$ cat config.mk
export PLATFORM = sky130hd
export DESIGN_NAME = switch_ingress_port_flat
export DESIGN_NICKNAME = d
export VERILOG_FILES = /design/src/rtl/switch_ingress_port_if.sv /design/src/rtl/switch_ingress_port.sv /design/src/flat_wrapper.sv
export SDC_FILE = /design/constraint.sdc
export NUM_CORES = 1
export LEC_CHECK = 0
export BUFFER_PORTS_ARGS = -buffer_cell sky130_fd_sc_hd__buf_4
export CAP_MARGIN = 20
export CORE_ASPECT_RATIO = 0.8
export CORE_MARGIN = 2
export CORE_UTILIZATION = 45
export DETAILED_ROUTE_END_ITERATION = 8
export PLACE_DENSITY_LB_ADDON = 0.2
export SYNTH_ARGS = -nofsm -noshare
export SYNTH_HDL_FRONTEND = slang
export SYNTH_SLANG_ARGS = --single-unit
export TNS_END_PERCENT = 5
$ cat constraint.sdc
create_clock -name clk -period 2.72 [get_ports clk]
set_input_delay 0.272 -clock clk [delete_from_list [all_inputs] [get_ports clk]]
set_output_delay 0.272 -clock clk [all_outputs]
set_load 0.05 [all_outputs]
$ cat src/rtl/switch_ingress_port_if.sv
// Port-side and arbiter-side signals of one switch ingress port.
// master = packet source + arbiter (environment), slave = the ingress port itself.
interface switch_ingress_port_if #(
    parameter int NUM_PORTS = 4,
    parameter int DATA_W    = 8
);
    logic                          in_valid;
    logic                          in_ready;
    logic [NUM_PORTS-1:0]          in_source;
    logic [NUM_PORTS-1:0]          in_target;
    logic [DATA_W-1:0]             in_data;
    logic                          port_req;
    logic [NUM_PORTS-1:0]          req_mask;
    logic [NUM_PORTS-1:0]          grant;
    logic                          out_valid;
    logic [NUM_PORTS-1:0]          out_mask;
    logic [DATA_W+2*NUM_PORTS-1:0] out_data;
    logic [1:0]                    pkt_type;
    logic [15:0]                   drop_cnt;
    logic                          timeout_pulse;

    modport master (
        output in_valid, in_source, in_target, in_data, grant,
        input  in_ready, port_req, req_mask, out_valid, out_mask, out_data,
               pkt_type, drop_cnt, timeout_pulse
    );

    modport slave (
        input  in_valid, in_source, in_target, in_data, grant,
        output in_ready, port_req, req_mask, out_valid, out_mask, out_data,
               pkt_type, drop_cnt, timeout_pulse
    );
endinterface

$ cat src/rtl/switch_ingress_port.sv
// Ingress port: FIFO, head classifier, per-destination request/grant delivery; SWITCH_PORT_TIMEOUT_EN adds ARB_WAIT timeout drop.
// Latency: write -> port_req 3 cycles, grant -> out_valid 1 cycle; backpressure: in_ready = !fifo_full.

module switch_ingress_fifo #(
    parameter int W     = 8,
    parameter int DEPTH = 4
) (
    input  logic         clk,
    input  logic         rst_n,
    input  logic         push_i,
    input  logic         pop_i,
    input  logic [W-1:0] wdata_i,
    output logic [W-1:0] rdata_o,
    output logic         full_o,
    output logic         empty_o
);
    localparam int AW = $clog2(DEPTH);

    logic [W-1:0] mem_q [DEPTH];
    logic [AW:0]  wptr_q;
    logic [AW:0]  rptr_q;
    logic         do_push;
    logic         do_pop;

    assign empty_o = (wptr_q == rptr_q);
    assign full_o  = (wptr_q[AW] != rptr_q[AW]) && (wptr_q[AW-1:0] == rptr_q[AW-1:0]);
    assign rdata_o = mem_q[rptr_q[AW-1:0]];
    // Full blocks a push even when a pop lands in the same cycle.
    assign do_push = push_i && !full_o;
    assign do_pop  = pop_i && !empty_o;

    always_ff @(posedge clk or negedge rst_n) begin
        if (!rst_n) begin
            wptr_q <= '0;
            rptr_q <= '0;
        end else begin
            if (do_push) wptr_q <= wptr_q + (AW+1)'(1);
            if (do_pop)  rptr_q <= rptr_q + (AW+1)'(1);
        end
    end

    always_ff @(posedge clk) begin
        if (do_push) mem_q[wptr_q[AW-1:0]] <= wdata_i;
    end
endmodule

module switch_ingress_port #(
    parameter int NUM_PORTS      = 4,
    parameter int DATA_W         = 8,
    parameter int FIFO_DEPTH     = 4,
    parameter int PORT_ID        = 0,
    parameter int TIMEOUT_CYCLES = 64
) (
    input logic                  clk,
    input logic                  rst_n,
    switch_ingress_port_if.slave bus
);
    localparam int WORD_W = DATA_W + 2*NUM_PORTS;
    localparam logic [NUM_PORTS-1:0] SELF_MASK = NUM_PORTS'(1) << PORT_ID;
    localparam logic [NUM_PORTS-1:0] BC_MASK   = ~SELF_MASK;
    localparam logic [1:0] T_UC = 2'd0, T_MC = 2'd1, T_BC = 2'd2, T_ERR = 2'd3;

    typedef enum logic [1:0] {S_IDLE, S_ROUTE, S_ARB_WAIT, S_TRANSMIT} state_e;

    state_e               state_q;
    logic [NUM_PORTS-1:0] rem_q;
    logic [1:0]           pkt_type_q;
    logic                 out_valid_q;
    logic [NUM_PORTS-1:0] out_mask_q;
    logic [WORD_W-1:0]    out_data_q;
    logic [15:0]          drop_q;

    logic [WORD_W-1:0]    head_w;
    logic [NUM_PORTS-1:0] head_src;
    logic [NUM_PORTS-1:0] head_tgt;
    logic                 fifo_full;
    logic                 fifo_empty;
    logic                 fifo_pop;
    logic [1:0]           cls;
    logic [NUM_PORTS-1:0] eff_grant;
    logic [NUM_PORTS-1:0] rem_left;
    logic                 route_err;
    logic                 timeout_hit;

    switch_ingress_fifo #(.W(WORD_W), .DEPTH(FIFO_DEPTH)) u_fifo (
        .clk     (clk),
        .rst_n   (rst_n),
        .push_i  (bus.in_valid),
        .pop_i   (fifo_pop),
        .wdata_i ({bus.in_data, bus.in_target, bus.in_source}),
        .rdata_o (head_w),
        .full_o  (fifo_full),
        .empty_o (fifo_empty)
    );

    assign head_src = head_w[NUM_PORTS-1:0];
    assign head_tgt = head_w[2*NUM_PORTS-1:NUM_PORTS];

    always_comb begin
        cls = T_MC;
        if (head_src != SELF_MASK || head_tgt == '0 || head_tgt[PORT_ID])
            cls = T_ERR;
        else if (head_tgt == BC_MASK)
            cls = T_BC;
        else if ((head_tgt & (head_tgt - NUM_PORTS'(1))) == '0)
            cls = T_UC;
    end

    // Grant bits for destinations already served (or never targeted) are ignored.
    assign eff_grant = bus.grant & rem_q;
    assign rem_left  = rem_q & ~eff_grant;
    assign route_err = (state_q == S_ROUTE) && (cls == T_ERR);
    assign fifo_pop  = route_err || timeout_hit ||
                       ((state_q == S_ARB_WAIT) && (eff_grant != '0) && (rem_left == '0));

`ifdef SWITCH_PORT_TIMEOUT_EN
    localparam int CNT_W = $clog2(TIMEOUT_CYCLES + 1);
    logic [CNT_W-1:0] to_cnt_q;

    assign timeout_hit = (state_q == S_ARB_WAIT) && (eff_grant == '0) &&
                         (to_cnt_q == CNT_W'(TIMEOUT_CYCLES - 1));

    always_ff @(posedge clk or negedge rst_n) begin
        if (!rst_n)                   to_cnt_q <= '0;
        else if (state_q != S_ARB_WAIT) to_cnt_q <= '0;
        else if (eff_grant == '0)     to_cnt_q <= to_cnt_q + CNT_W'(1);
    end
`else
    assign timeout_hit = 1'b0;
`endif

    always_ff @(posedge clk or negedge rst_n) begin
        if (!rst_n) begin
            state_q     <= S_IDLE;
            rem_q       <= '0;
            pkt_type_q  <= T_ERR;
            out_valid_q <= 1'b0;
            out_mask_q  <= '0;
            out_data_q  <= '0;
            drop_q      <= '0;
        end else begin
            out_valid_q <= 1'b0;
            if ((route_err || timeout_hit) && drop_q != 16'hFFFF)
                drop_q <= drop_q + 16'd1;
            case (state_q)
                S_IDLE: begin
                    if (!fifo_empty) state_q <= S_ROUTE;
                end
                S_ROUTE: begin
                    pkt_type_q <= cls;
                    if (cls == T_ERR) begin
                        state_q <= S_IDLE;
                    end else begin
                        rem_q   <= head_tgt;
                        state_q <= S_ARB_WAIT;
                    end
                end
                S_ARB_WAIT: begin
                    if (eff_grant != '0) begin
                        out_valid_q <= 1'b1;
                        out_mask_q  <= eff_grant;
                        out_data_q  <= head_w;
                        rem_q       <= rem_left;
                        state_q     <= S_TRANSMIT;
                    end else if (timeout_hit) begin
                        rem_q   <= '0;
                        state_q <= S_IDLE;
                    end
                end
                S_TRANSMIT: begin
                    state_q <= (rem_q == '0) ? S_IDLE : S_ARB_WAIT;
                end
                default: state_q <= S_IDLE;
            endcase
        end
    end

    assign bus.in_ready      = !fifo_full;
    assign bus.port_req      = (state_q == S_ARB_WAIT);
    assign bus.req_mask      = (state_q == S_ARB_WAIT) ? rem_q : '0;
    assign bus.out_valid     = out_valid_q;
    assign bus.out_mask      = out_mask_q;
    assign bus.out_data      = out_data_q;
    assign bus.pkt_type      = pkt_type_q;
    assign bus.drop_cnt      = drop_q;
    assign bus.timeout_pulse = timeout_hit;
endmodule

$ cat src/flat_wrapper.sv
// flat-port wrapper written by rule: the top's interface ports become plain ports
module switch_ingress_port_flat 
#(
    parameter int NUM_PORTS      = 4,
    parameter int DATA_W         = 8,
    parameter int FIFO_DEPTH     = 4,
    parameter int PORT_ID        = 0,
    parameter int TIMEOUT_CYCLES = 64
)
  (clk, rst_n, bus_in_valid, bus_in_source, bus_in_target, bus_in_data, bus_grant, bus_in_ready, bus_port_req, bus_req_mask, bus_out_valid, bus_out_mask, bus_out_data, bus_pkt_type, bus_drop_cnt, bus_timeout_pulse);
  switch_ingress_port_if #(.NUM_PORTS(NUM_PORTS), .DATA_W(DATA_W)) bus_i ();
  input logic clk;
  input logic rst_n;
  input wire logic [$bits(bus_i.in_valid)-1:0] bus_in_valid;
  input wire logic [$bits(bus_i.in_source)-1:0] bus_in_source;
  input wire logic [$bits(bus_i.in_target)-1:0] bus_in_target;
  input wire logic [$bits(bus_i.in_data)-1:0] bus_in_data;
  input wire logic [$bits(bus_i.grant)-1:0] bus_grant;
  output wire logic [$bits(bus_i.in_ready)-1:0] bus_in_ready;
  output wire logic [$bits(bus_i.port_req)-1:0] bus_port_req;
  output wire logic [$bits(bus_i.req_mask)-1:0] bus_req_mask;
  output wire logic [$bits(bus_i.out_valid)-1:0] bus_out_valid;
  output wire logic [$bits(bus_i.out_mask)-1:0] bus_out_mask;
  output wire logic [$bits(bus_i.out_data)-1:0] bus_out_data;
  output wire logic [$bits(bus_i.pkt_type)-1:0] bus_pkt_type;
  output wire logic [$bits(bus_i.drop_cnt)-1:0] bus_drop_cnt;
  output wire logic [$bits(bus_i.timeout_pulse)-1:0] bus_timeout_pulse;
  assign bus_i.in_valid = bus_in_valid;
  assign bus_i.in_source = bus_in_source;
  assign bus_i.in_target = bus_in_target;
  assign bus_i.in_data = bus_in_data;
  assign bus_i.grant = bus_grant;
  assign bus_in_ready = bus_i.in_ready;
  assign bus_port_req = bus_i.port_req;
  assign bus_req_mask = bus_i.req_mask;
  assign bus_out_valid = bus_i.out_valid;
  assign bus_out_mask = bus_i.out_mask;
  assign bus_out_data = bus_i.out_data;
  assign bus_pkt_type = bus_i.pkt_type;
  assign bus_drop_cnt = bus_i.drop_cnt;
  assign bus_timeout_pulse = bus_i.timeout_pulse;
  switch_ingress_port #(.NUM_PORTS(NUM_PORTS), .DATA_W(DATA_W), .FIFO_DEPTH(FIFO_DEPTH), .PORT_ID(PORT_ID), .TIMEOUT_CYCLES(TIMEOUT_CYCLES)) u_core (.clk(clk), .rst_n(rst_n), .bus(bus_i));
endmodule
==> run summary <==
Clock root cell: clkbuf_16
CP Max Fanout: 15
Starting Density: 46.4%
Post-synthesis sequential area ratio: 67.2%
Die X-Extent: 119 um
CTS Buf Count: 17
Number of core rows: 33
Ys flop type: edfxtp_1
Port Buf Inserts: 67
Clock power share: 45.3%
Largest net degree at the start of global routing: 52
Clock insertion delay at the later pin of the skew report: 0.41 ns
CP Class: flop to flop
Sw Share: 23.8%
Vias in the first global route: 2825
Total power: 0.00473 W
Relative slew slack: 39.4%
Hpwl dp: 6.17 mm
Ant diodes: 0
Skew final: 0.00844 ns
Sw Pwr: 0.00113 W
GR Util All Layers: 17.5%
Ys Warns: 0
Fmax: 388 MHz
TNS Setup: 0 ns
First-pass GRT wire length: 14.8 mm
CTS tree: yes
Reg2reg start: u_core.u_fifo.rptr_q[0]
WL final: 9.27 mm
Layout area overhead: 27.5%
# fillers: 831
Cell Area, Synth: 4770 sq um
Average size of a mapped cell: 15.1 sq um
Unrepaired setup endpoints after global routing: false
Syn Inst Count: 315
Ys async rst share: 44.3%
NumNets Final: 434
Seq pwr share: 45.4%
TritonRoute pass-1 iters: 4
Combinational fraction of design power: 9.4%
Die H: 96.0 um
Critical path arrival: 2.90 ns
Top-area cell type share of the netlist area: 40.3%
CP Capture Type: flop
Antenna Violating Nets Remaining: 0
RePlAce Congestion: 0.759
Antenna violations before repair: 0
Clk sinks: 115
Critical path launch point type: flop
Worst-Margin Slew: 0.910 ns
Min-Delay Startpoint: bus_in_target[0]
IO Count: 69
Post-synthesis register bit count: 115
Number of synthesized flops with an enable pin: 64
Max clock buf depth: 2
Power density cells: 779 nW/um^2
Crit path time final: 2.58 ns
Final period util: 94.7%
Fin. Hold Viols: 0
Final setup fails: 0
Status: finished clean
Worst endpoint required time: 3.04 ns
DRC viols: 0
Overflow after GRT: 0
Layout cells sized above 1: 34.1%
Top post-synthesis cells by area: edfxtp_1 40%, dfrtp_1 26%, mux4_2 7.6%
CTS clk-pin slew, worst paths: 0.06 ns
Post-synth cell types: 49
Crit path launch: u_core.u_fifo.rptr_q[0]
Largest area contributor in the netlist: edfxtp_1
Worst VDD drop: 0.526 mV
DR vias: 2830
Final Max Slew Viols: 0
Int Pwr: 0.00360 W
Syn_nets: 348
Drt via density: 5.11
Htree depth: 4
Routed len/inst: 16.7 um
Leakage: 2.60 nW
Die area: 11400 sq um
Worst hold path class: input pin to flop
DR iter-0 viols: 214
Max Cap Violations: 0
Core area: 10300 sq um
metrics by stage:
step,setup slack (ns),hold slack [ns],area (sq um),cells,utilization [%]
after floorplan,0.0514,-0.0236,4770,315,-
after global placement,0.223,0.355,5470,521,53.2
after detailed placement,0.130,0.357,5470,521,53.2
after CTS,0.0909,0.0423,6060,554,58.9
after global routing,0.0125,0.0379,6080,554,59.1
final,0.145,0.0609,6080,554,59.1
final cells by class:
cell class                 instances  area (sq um)  area share (%)
clock buffer                      19           443            7.29
clock inverter                    13           136            2.24
inverter                          11          41.3           0.680
multi-input combinational        178          1490            24.5
sequential                       115          3200            52.7
tap                              140           175            2.88
timing repair buffer              78           588            9.68
cells by family (layout without fill, tap and decap cells):
kind of cell / Yosys count / count (layout) / synth area share [%]
AO/OA/AOI/OAI: 29 / 29 / 4.59
XOR/XNOR: 22 / 22 / 4.04
adder cells (fa/ha/maj): 10 / 10 / 2.63
buffers and inverters: 22 / 121 / 2.07
flip-flops: 115 / 115 / 67.2
multiplexers: 26 / 26 / 9.92
other: 1 / 1 / 0.0787
AND/OR/NAND/NOR: 90 / 90 / 9.50
state kept, by name (all words and copies together) (netlist names):
signal and flops:
u_core.u_fifo.rptr_q 3, u_core.bus.pkt_type 2, u_core.bus.out_mask 4, u_core.state_q 2, u_core.bus.drop_cnt 16, u_core.bus.out_valid 1, u_core.bus.out_data 16, u_core.rem_q 4
u_core.u_fifo.mem_q 64, u_core.u_fifo.wptr_q 3
cells in the mapped netlist (all sizes together) (5+ instances only):
cell type / instances
buf: 6
edfxtp: 64
mux4: 16
nor3: 6
nor2: 7
nor4: 6
clkbuf: 5
xor2: 18
nand2: 39
dfrtp: 49
ha: 10
mux2: 10
inv: 10
o21ai: 6
nand3: 8
and3: 5
metal layers:
layer | vias to the layer above | part of all wire [%] | track usage, %
li1 | 1353 | - | -
met1 | 1400 | 49 | 23.8
met2 | 69 | 45 | 25.8
met3 | 8 | 5.3 | 7.46
met4 | 0 | 0.67 | 5.36
met5 | - | 0 | 0
power by group through the flow:
stage	Clock (W)	Sequential [W]	Combinational, W
2_1_floorplan	0	0.00215	0.000294
3_3_place_gp	0	0.00217	0.000438
5_1_grt	0.00227	0.00216	0.000499
6_report	0.00214	0.00215	0.000444
4_1_cts	0.00218	0.00215	0.000451
3_5_place_dp	0	0.00218	0.000448
cell usage in the layout, fill, tap and decap left out, types with 7 or more instances in the layout:
| cell type | count |
|---|---|
| clkbuf_16 | 17 |
| ha_1 | 10 |
| dfrtp_1 | 49 |
| edfxtp_1 | 64 |
| mux2_2 | 8 |
| mux4_2 | 16 |
| nor2_1 | 7 |
| xor2_1 | 18 |
| buf_4 | 77 |
| nand3_1 | 8 |
| inv_1 | 10 |
| nand2_1 | 39 |
timing repair:
item	in CTS	in global routing
hold buffers	1	0
buffers inserted	0	0
resized for setup	0	3
setup endpoints to repair	0	4
endpoints found under the hold margin	49	0
final timing paths:
check,endpoint,slack [ns],depth (start not counted)
min reg2reg,u_core.bus.out_data[5],0.47,2
max,u_core.bus.drop_cnt[11],0.14,7
max reg2reg,u_core.bus.drop_cnt[11],0.14,7
min in group asynchronous,u_core.bus.drop_cnt[4],0.44,2
min,u_core.u_fifo.mem_q[1][4],0.06,1
max in group asynchronous,u_core.state_q[1],1.82,2
worst max-delay path: stages, from the launching register on:
cell     delay, ns
dfrtp_1       0.45
buf_4         0.24
mux4_2        0.62
nor3_4        0.28
o31ai_4       0.12
buf_4         0.21
nor4b_1       0.37
xor2_1        0.19
Note: power is estimated with default switching activity, not from simulation.
